## src/rtl/vx_dispatch_router_if.sv

```systemverilog
// Dispatch-side and execute-lane-side signal bundle for vx_dispatch_router.
// master drives dispatch packets and lane ready; slave is the router.
interface vx_dispatch_router_if #(
  parameter int NUM_EX  = 4,
  parameter int EX_BITS = 2,
  parameter int DATAW   = 128,
  parameter int PERF_W  = 32
);
  logic                    in_valid;
  logic [EX_BITS-1:0]      in_ex_type;
  logic [DATAW-1:0]        in_data;
  logic                    in_ready;
  logic [NUM_EX-1:0]       out_valid;
  logic [NUM_EX*DATAW-1:0] out_data;
  logic [NUM_EX-1:0]       out_ready;
  logic                    err_bad_ex;
  logic [PERF_W-1:0]       perf_stalls;

  modport master (
    output in_valid, in_ex_type, in_data, out_ready,
    input  in_ready, out_valid, out_data, err_bad_ex, perf_stalls
  );

  modport slave (
    input  in_valid, in_ex_type, in_data, out_ready,
    output in_ready, out_valid, out_data, err_bad_ex, perf_stalls
  );
endinterface

```

## src/rtl/vx_dispatch_router.sv

```systemverilog
// Routes the dispatch stream to NUM_EX execute lanes by ex_type, each lane
// behind its own 2-entry registered FIFO so one stalled unit never blocks others.
module vx_dispatch_router #(
  parameter int NUM_EX  = 4,
  parameter int EX_BITS = 2,
  parameter int DATAW   = 128,
  parameter int PERF_W  = 32
) (
  input  logic                 clk,
  input  logic                 reset,
  vx_dispatch_router_if.slave  io
);
  logic [NUM_EX-1:0] lane_sel;
  logic [NUM_EX-1:0] lane_full;
  logic              ex_legal;
  logic              in_ready;
  logic              accept;

  logic              err_q, err_d;
  logic [PERF_W-1:0] perf_q, perf_d;

  // in_ready looks only at lane occupancy, never at out_ready, so a full lane
  // refuses even when it is popping this cycle.
  assign ex_legal    = |lane_sel;
  assign in_ready    = ~|(lane_sel & lane_full);
  assign accept      = io.in_valid & in_ready;
  assign io.in_ready = in_ready;

  for (genvar i = 0; i < NUM_EX; i++) begin : g_lane
    logic [DATAW-1:0] mem_q [2];
    logic [DATAW-1:0] mem_d [2];
    logic             head_q, head_d;
    logic             tail_q, tail_d;
    logic [1:0]       count_q, count_d;
    logic             push, pop;

    assign lane_sel[i]  = (io.in_ex_type == EX_BITS'(i));
    assign lane_full[i] = (count_q == 2'd2);
    assign push         = accept & lane_sel[i];
    assign pop          = io.out_valid[i] & io.out_ready[i];

    always_comb begin
      mem_d   = mem_q;
      head_d  = head_q;
      tail_d  = tail_q;
      count_d = count_q + {1'b0, push} - {1'b0, pop};
      if (push) begin
        mem_d[tail_q] = io.in_data;
        tail_d        = ~tail_q;
      end
      if (pop) begin
        head_d = ~head_q;
      end
    end

    always_ff @(posedge clk or posedge reset) begin
      if (reset) begin
        head_q  <= 1'b0;
        tail_q  <= 1'b0;
        count_q <= '0;
      end else begin
        head_q  <= head_d;
        tail_q  <= tail_d;
        count_q <= count_d;
      end
    end

    // Payload storage carries no reset; it is only observed while count_q != 0.
    always_ff @(posedge clk) begin
      mem_q <= mem_d;
    end

    assign io.out_valid[i]               = (count_q != 2'd0);
    assign io.out_data[i*DATAW +: DATAW] = mem_q[head_q];
  end

  always_comb begin
    err_d  = err_q | (accept & ~ex_legal);
    perf_d = perf_q;
    if (io.in_valid && !in_ready && perf_q != '1) begin
      perf_d = perf_q + PERF_W'(1);
    end
  end

  always_ff @(posedge clk or posedge reset) begin
    if (reset) begin
      err_q  <= 1'b0;
      perf_q <= '0;
    end else begin
      err_q  <= err_d;
      perf_q <= perf_d;
    end
  end

  assign io.err_bad_ex  = err_q;
  assign io.perf_stalls = perf_q;
endmodule

```

## src/flat_wrapper.sv

```systemverilog
// flat-port wrapper written by rule: the top's interface ports become plain ports
module vx_dispatch_router_flat 
#(
  parameter int NUM_EX  = 4,
  parameter int EX_BITS = 2,
  parameter int DATAW   = 128,
  parameter int PERF_W  = 32
)
  (clk, reset, io_in_valid, io_in_ex_type, io_in_data, io_out_ready, io_in_ready, io_out_valid, io_out_data, io_err_bad_ex, io_perf_stalls);
  vx_dispatch_router_if #(.NUM_EX(NUM_EX), .EX_BITS(EX_BITS), .DATAW(DATAW), .PERF_W(PERF_W)) io_i ();
  input  logic clk;
  input  logic reset;
  input wire logic [$bits(io_i.in_valid)-1:0] io_in_valid;
  input wire logic [$bits(io_i.in_ex_type)-1:0] io_in_ex_type;
  input wire logic [$bits(io_i.in_data)-1:0] io_in_data;
  input wire logic [$bits(io_i.out_ready)-1:0] io_out_ready;
  output wire logic [$bits(io_i.in_ready)-1:0] io_in_ready;
  output wire logic [$bits(io_i.out_valid)-1:0] io_out_valid;
  output wire logic [$bits(io_i.out_data)-1:0] io_out_data;
  output wire logic [$bits(io_i.err_bad_ex)-1:0] io_err_bad_ex;
  output wire logic [$bits(io_i.perf_stalls)-1:0] io_perf_stalls;
  assign io_i.in_valid = io_in_valid;
  assign io_i.in_ex_type = io_in_ex_type;
  assign io_i.in_data = io_in_data;
  assign io_i.out_ready = io_out_ready;
  assign io_in_ready = io_i.in_ready;
  assign io_out_valid = io_i.out_valid;
  assign io_out_data = io_i.out_data;
  assign io_err_bad_ex = io_i.err_bad_ex;
  assign io_perf_stalls = io_i.perf_stalls;
  vx_dispatch_router #(.NUM_EX(NUM_EX), .EX_BITS(EX_BITS), .DATAW(DATAW), .PERF_W(PERF_W)) u_core (.clk(clk), .reset(reset), .io(io_i));
endmodule
```

## config.mk

```make
export PLATFORM = sky130hd
export DESIGN_NAME = vx_dispatch_router_flat
export DESIGN_NICKNAME = d
export VERILOG_FILES = /design/src/rtl/vx_dispatch_router_if.sv /design/src/rtl/vx_dispatch_router.sv /design/src/flat_wrapper.sv
export SDC_FILE = /design/constraint.sdc
export NUM_CORES = 1
export LEC_CHECK = 0
export BUFFER_PORTS_ARGS = -buffer_cell sky130_fd_sc_hd__buf_2
export CORE_MARGIN = 1
export CORE_UTILIZATION = 52
export DETAILED_ROUTE_END_ITERATION = 10
export GPL_TIMING_DRIVEN = 0
export PLACE_DENSITY = 0.75
export SLEW_MARGIN = 20
export SYNTH_ARGS = -nofsm -noshare
export SYNTH_HDL_FRONTEND = slang
export SYNTH_SLANG_ARGS = --single-unit
```

## constraint.sdc

```tcl
create_clock -name clk -period 8.7 [get_ports clk]
set_clock_uncertainty 0.15 [all_clocks]
set_input_delay 0.87 -clock clk [delete_from_list [all_inputs] [get_ports clk]]
set_output_delay 0.87 -clock clk [all_outputs]
set_load 0.1 [all_outputs]
```

[After elaboration in Yosys (flattened, before gate mapping)]
Cells that the tools add are included.
Storage, ports and cells
  word-level logic and storage cells: 118
  register bits after elaboration: 1073
  input bits: 137
  output and inout bits: 550
Operators by class
  multiplexer cells: 24
  equal/unequal tests: 8
  order comparisons: 12
  reduce and logical (&&, ||, !) cells: 14
  bitwise logic cells: 29
  add/sub/neg operators: 9
Operator list (count)
  128-bit 2-to-1 mux: 16
  256-bit bitwise mux: 4
  128-bit demux with 1-bit select: 4
  32-bit by 1-bit adder with 32-bit output (second input constant): 1
  32-bit inequality test (second input constant): 1
  2-bit greater-or-equal comparator (second input constant): 8
  1-bit NOT with 2-bit output: 8
  2-bit == test (second input constant): 6
  1-bit bitwise AND: 10
  1-bit NOT: 9
  2-bit by 1-bit adder with 2-bit output: 4
  2-bit by 1-bit less-than comparator with 1-bit output (second input constant): 4
  2-bit nonzero test: 4
  4-bit OR reduction: 2
  2-bit by 1-bit subtractor with 2-bit output: 4
  1-bit logical AND: 6
  4-bit bitwise AND: 1
  2-bit by 1-bit == test with 1-bit output (second input constant): 1
  2-bit zero test: 1
  1-bit zero test: 1
  1-bit OR: 1

[Logic depth before layout (Yosys ltp)]
  word-level depth: 8
  gate-level depth with buffers: 8
  mapped depth without buffers: 6

[Worst setup path before layout]
Ideal clock, no wire load.
  path type: input to register
  start point: in io_in_valid
  end point: reg u_core.g_lane[0].mem_q[0] (netlist bit) (enable)
  library setup time: 617 ps
  path buffers: 1
  required time: 7933 ps
  arrival time: 6962 ps
  setup slack: 971 ps
  stages: 4
  cell sequence: nor2b_1 -> or3b_2 -> clkbuf_1 -> nor2_1
Between the ends
  longest elaborated chain between the ends: 2
Ends and longest elaborated chain
  from (decl): RTL line flat_wrapper.sv:13  | input wire logic [$bits(io_i.in_valid)-1:0] io_in_valid;
  1-bit bitwise AND: RTL line vx_dispatch_router.sv:26  | assign accept = io.in_valid & in_ready;
  1-bit bitwise AND: RTL line vx_dispatch_router.sv:39  | assign push = accept & lane_sel[i];
  to (signal assigned): RTL line vx_dispatch_router.sv:70  | mem_q <= mem_d;
  to (decl): RTL line vx_dispatch_router.sv:30  | logic [DATAW-1:0] mem_q [2];
No other way between the ends.
A chain may end at the register's enable or synchronous reset.

[Worst setup path after layout]
  start point: reg u_core.g_lane[3].head_q
  end point: out io_out_data[422]
Between the ends
  longest elaborated chain between the ends: 4
Ends and longest elaborated chain
  from (decl): RTL line vx_dispatch_router.sv:32  | logic head_q, head_d;
  from (signal assigned): RTL line vx_dispatch_router.sv:58  | head_q <= 1'b0;
  from (signal assigned): RTL line vx_dispatch_router.sv:62  | head_q <= head_d;
  1-bit NOT with 2-bit output (implied by the code): RTL line vx_dispatch_router.sv:74  | assign io.out_data[i*DATAW +: DATAW] = mem_q[head_q];
  128-bit 2-to-1 mux (implied by the code) (3 in a row): RTL line vx_dispatch_router.sv:74
  to (decl): RTL line flat_wrapper.sv:19  | output wire logic [$bits(io_i.out_data)-1:0] io_out_data;
No other way between the ends. The select of a mux whose other input is x is not followed.

==> metrics.md <==
| Metric | Value |
|---|---|
| GP Congestion | 0.893 |
| Post_cts resized | 0 |
| CTS tree | done |
| Final Hold Fails | 0 |
| Clock latency on the worst-skew pair | 0.65 ns |
| Hold/Removal Path Class | in2async |
| GRT overflow | 0 |
| Post-route core utilization | 65.0% |
| Main flop type after synthesis | edfxtp_1 |
| Port bufs | 686 |
| Post-route minimum period | 4.13 ns |
| First-pass GRT wire length | 143000 um |
| Final Max Slew Viols | 0 |
| WP data required | 7.68 ns |
| Asr flop ratio synth | 4.57% |
| WS Path Type | reg2out |
| Max-cap violation count | 0 |
| Vias in the first global route | 21405 |
| Data arrival, critical path | 3.11 ns |
| Post CTS Setup Buffer Count | 0 |
| Detailed Route WL | 98800 um |
| Syn Inst Count | 1835 |
| Post-synth EDFFs | 1024 |
| Per-cell routed wire length | 26.5 um |
| Die Y | 277 um |
| Number of synthesized register bits | 1073 |
| Worst rel slew slack | 27.9% |
| Core Box Area | 74600 sq um |
| DRC | 0 |
| Largest net degree at the start of global routing | 44 |
| Mean area per synthesized cell | 21.4 sq um |
| CTS Buffer Depth | 3 |
| CP Capture Type | output port |
| Setup crit start kind | register |
| Least-Margin Pin Slew | 1.08 ns |
| Num ports | 687 |
| Worst-path fanout max | 10 |
| Clock transition at the registers of the reported paths | 0.07 ns |
| Storage cell area | 32000 sq um |
| Share of layout cells above drive strength 1 | 51.6% |
| GRT Overall Usage | 25.4% |
| RSZ-0062 raised after global routing | no |
| Drt pass-1 iters | 5 |
| Syn Std Cell Area | 39300 sq um |
| H-tree depth | 3 |
| Nets | 2817 |
| Reg2reg path depth | 7 |
| Final period util | 47.5% |
| Vias per cell | 5.55 |
| Final setup viols | 0 |
| CTS Root Buffer Type | clkbuf_16 |
| Most frequent cells in the layout | edfxtp_1, buf_2, mux2_2 |
| Most common cell after layout, fill and taps aside | edfxtp_1 |
| Area of the multi-input gates | 7060 sq um |
| Total number of vias | 20717 |
| Initial Utilization | 52.7% |
| Status | finished, final reports clean |
| Die area | 76600 sq um |
| Die X | 277 um |
| Antenna-violating nets left | 0 |
| Rows | 100 |
| Post-synthesis sequential area ratio | 81.4% |
| Area growth syn-to-layout | 23.5% |
| Post-synth net total | 1977 |
| CTS Hold Buffers Added | 0 |
| Filler Cells Inserted | 4955 |
| Unique masters post-synth | 38 |
| Max frequency | 242 MHz |
| Total clock sinks | 1073 |
| Iteration-0 DRC Markers | 1656 |
| HPWL after detailed placement | 66500 um |
| Initial antenna violation count | 13 |
| Yosys warns | 0 |
| Num CTS Buffers | 103 |
-- layer usage --
metal | track usage, % | vias to the layer above | share of wire (%)
met4 | 10.7 | 8 | 4.0
met2 | 43.1 | 944 | 50
met5 | 0 | - | 0.051
met1 | 30.6 | 10623 | 37
li1 | - | 8942 | -
met3 | 7.08 | 200 | 8.3
-- cell usage after synthesis (all sizes together) (2+ instances only) --
library cell	n	share of area, %
mux2	513	15
and3	3	0.048
nor4b	3	0.083
inv	9	0.086
clkbuf	56	0.54
nand3	15	0.22
dfrtp	49	3.1
nor3	18	0.23
xor2	31	0.69
buf	6	0.083
and2	7	0.11
or2	5	0.080
nor4	11	0.25
edfxtp	1024	78
xnor2	17	0.40
nand4	9	0.16
o21ai	4	0.051
ha	5	0.16
nor2b	5	0.080
nor2	17	0.16
nand2	19	0.20
nor3b	2	0.038
-- flip-flops by register name (all words and copies together) (netlist names) --
| name | cells |
|---|---|
| u_core.io.perf_stalls | 32 |
| u_core.g_lane.mem_q | 1024 |
| u_core.g_lane.count_q | 8 |
| u_core.g_lane.head_q | 4 |
| u_core.io.err_bad_ex | 1 |
| u_core.g_lane.tail_q | 4 |
-- worst paths after layout --
| kind | startpoint | end | slack (ns) |
|---|---|---|---|
| worst max-delay path | u_core.g_lane[3].head_q | io_out_data[422] | 4.57 |
| worst min-delay path | reset | u_core.io.perf_stalls[20] | 0.05 |
| worst max register to register | u_core.g_lane[2].count_q[1] | u_core.g_lane[2].mem_q[152] | 5.80 |
| worst min register to register | u_core.io.err_bad_ex | u_core.io.err_bad_ex | 0.35 |
| max in group asynchronous | reset | u_core.g_lane[3].count_q[1] | 7.79 |
| min in group clk | io_in_data[92] | u_core.g_lane[1].mem_q[92] | 0.33 |
-- cell families after synthesis --
family	after synthesis	synth area share (%)
AOI/OAI and AO/OA	5	0.0733
DFF	1073	81.4
adders and majority gates	5	0.159
buffers and inverters	71	0.704
muxes	514	14.8
and+or+nand+nor	119	1.78
xor gates and xnor gates	48	1.09
-- layout make-up --
| class | count | area share, % |
|---|---|---|
| buffer | 62 | 0.513 |
| multi-input combinational | 691 | 14.6 |
| sequential | 1073 | 65.9 |
| antenna | 9 | 0.0464 |
| tap | 969 | 2.50 |
| inverter | 9 | 0.0697 |
| clock inverter | 58 | 1.21 |
| clock buffer | 126 | 5.64 |
| timing repair buffer | 735 | 9.52 |
-- metrics by stage --
stage,hold WS (ns),cells,instance area [sq um],worst slack [ns],TNS [ns]
after floorplan,0.310,1835,39300,0.971,0
after global placement,0.285,3490,43900,-4.77,-2846.88
after CTS,0.00965,3723,48500,4.43,0
final,0.0476,3732,48500,4.57,0
after detailed placement,0.311,3539,45200,5.13,0
after global routing,0.0480,3732,48500,4.42,0
-- critical path: stages, from the launching register on --
cell and delay (ns):
dfrtp_1 0.36, clkbuf_2 0.48, clkbuf_1 0.81, mux2_2 0.33
buf_2 0.45
Power is not shown: default switching activity piles up to over one toggle a cycle in this logic, so the estimate is an artifact.
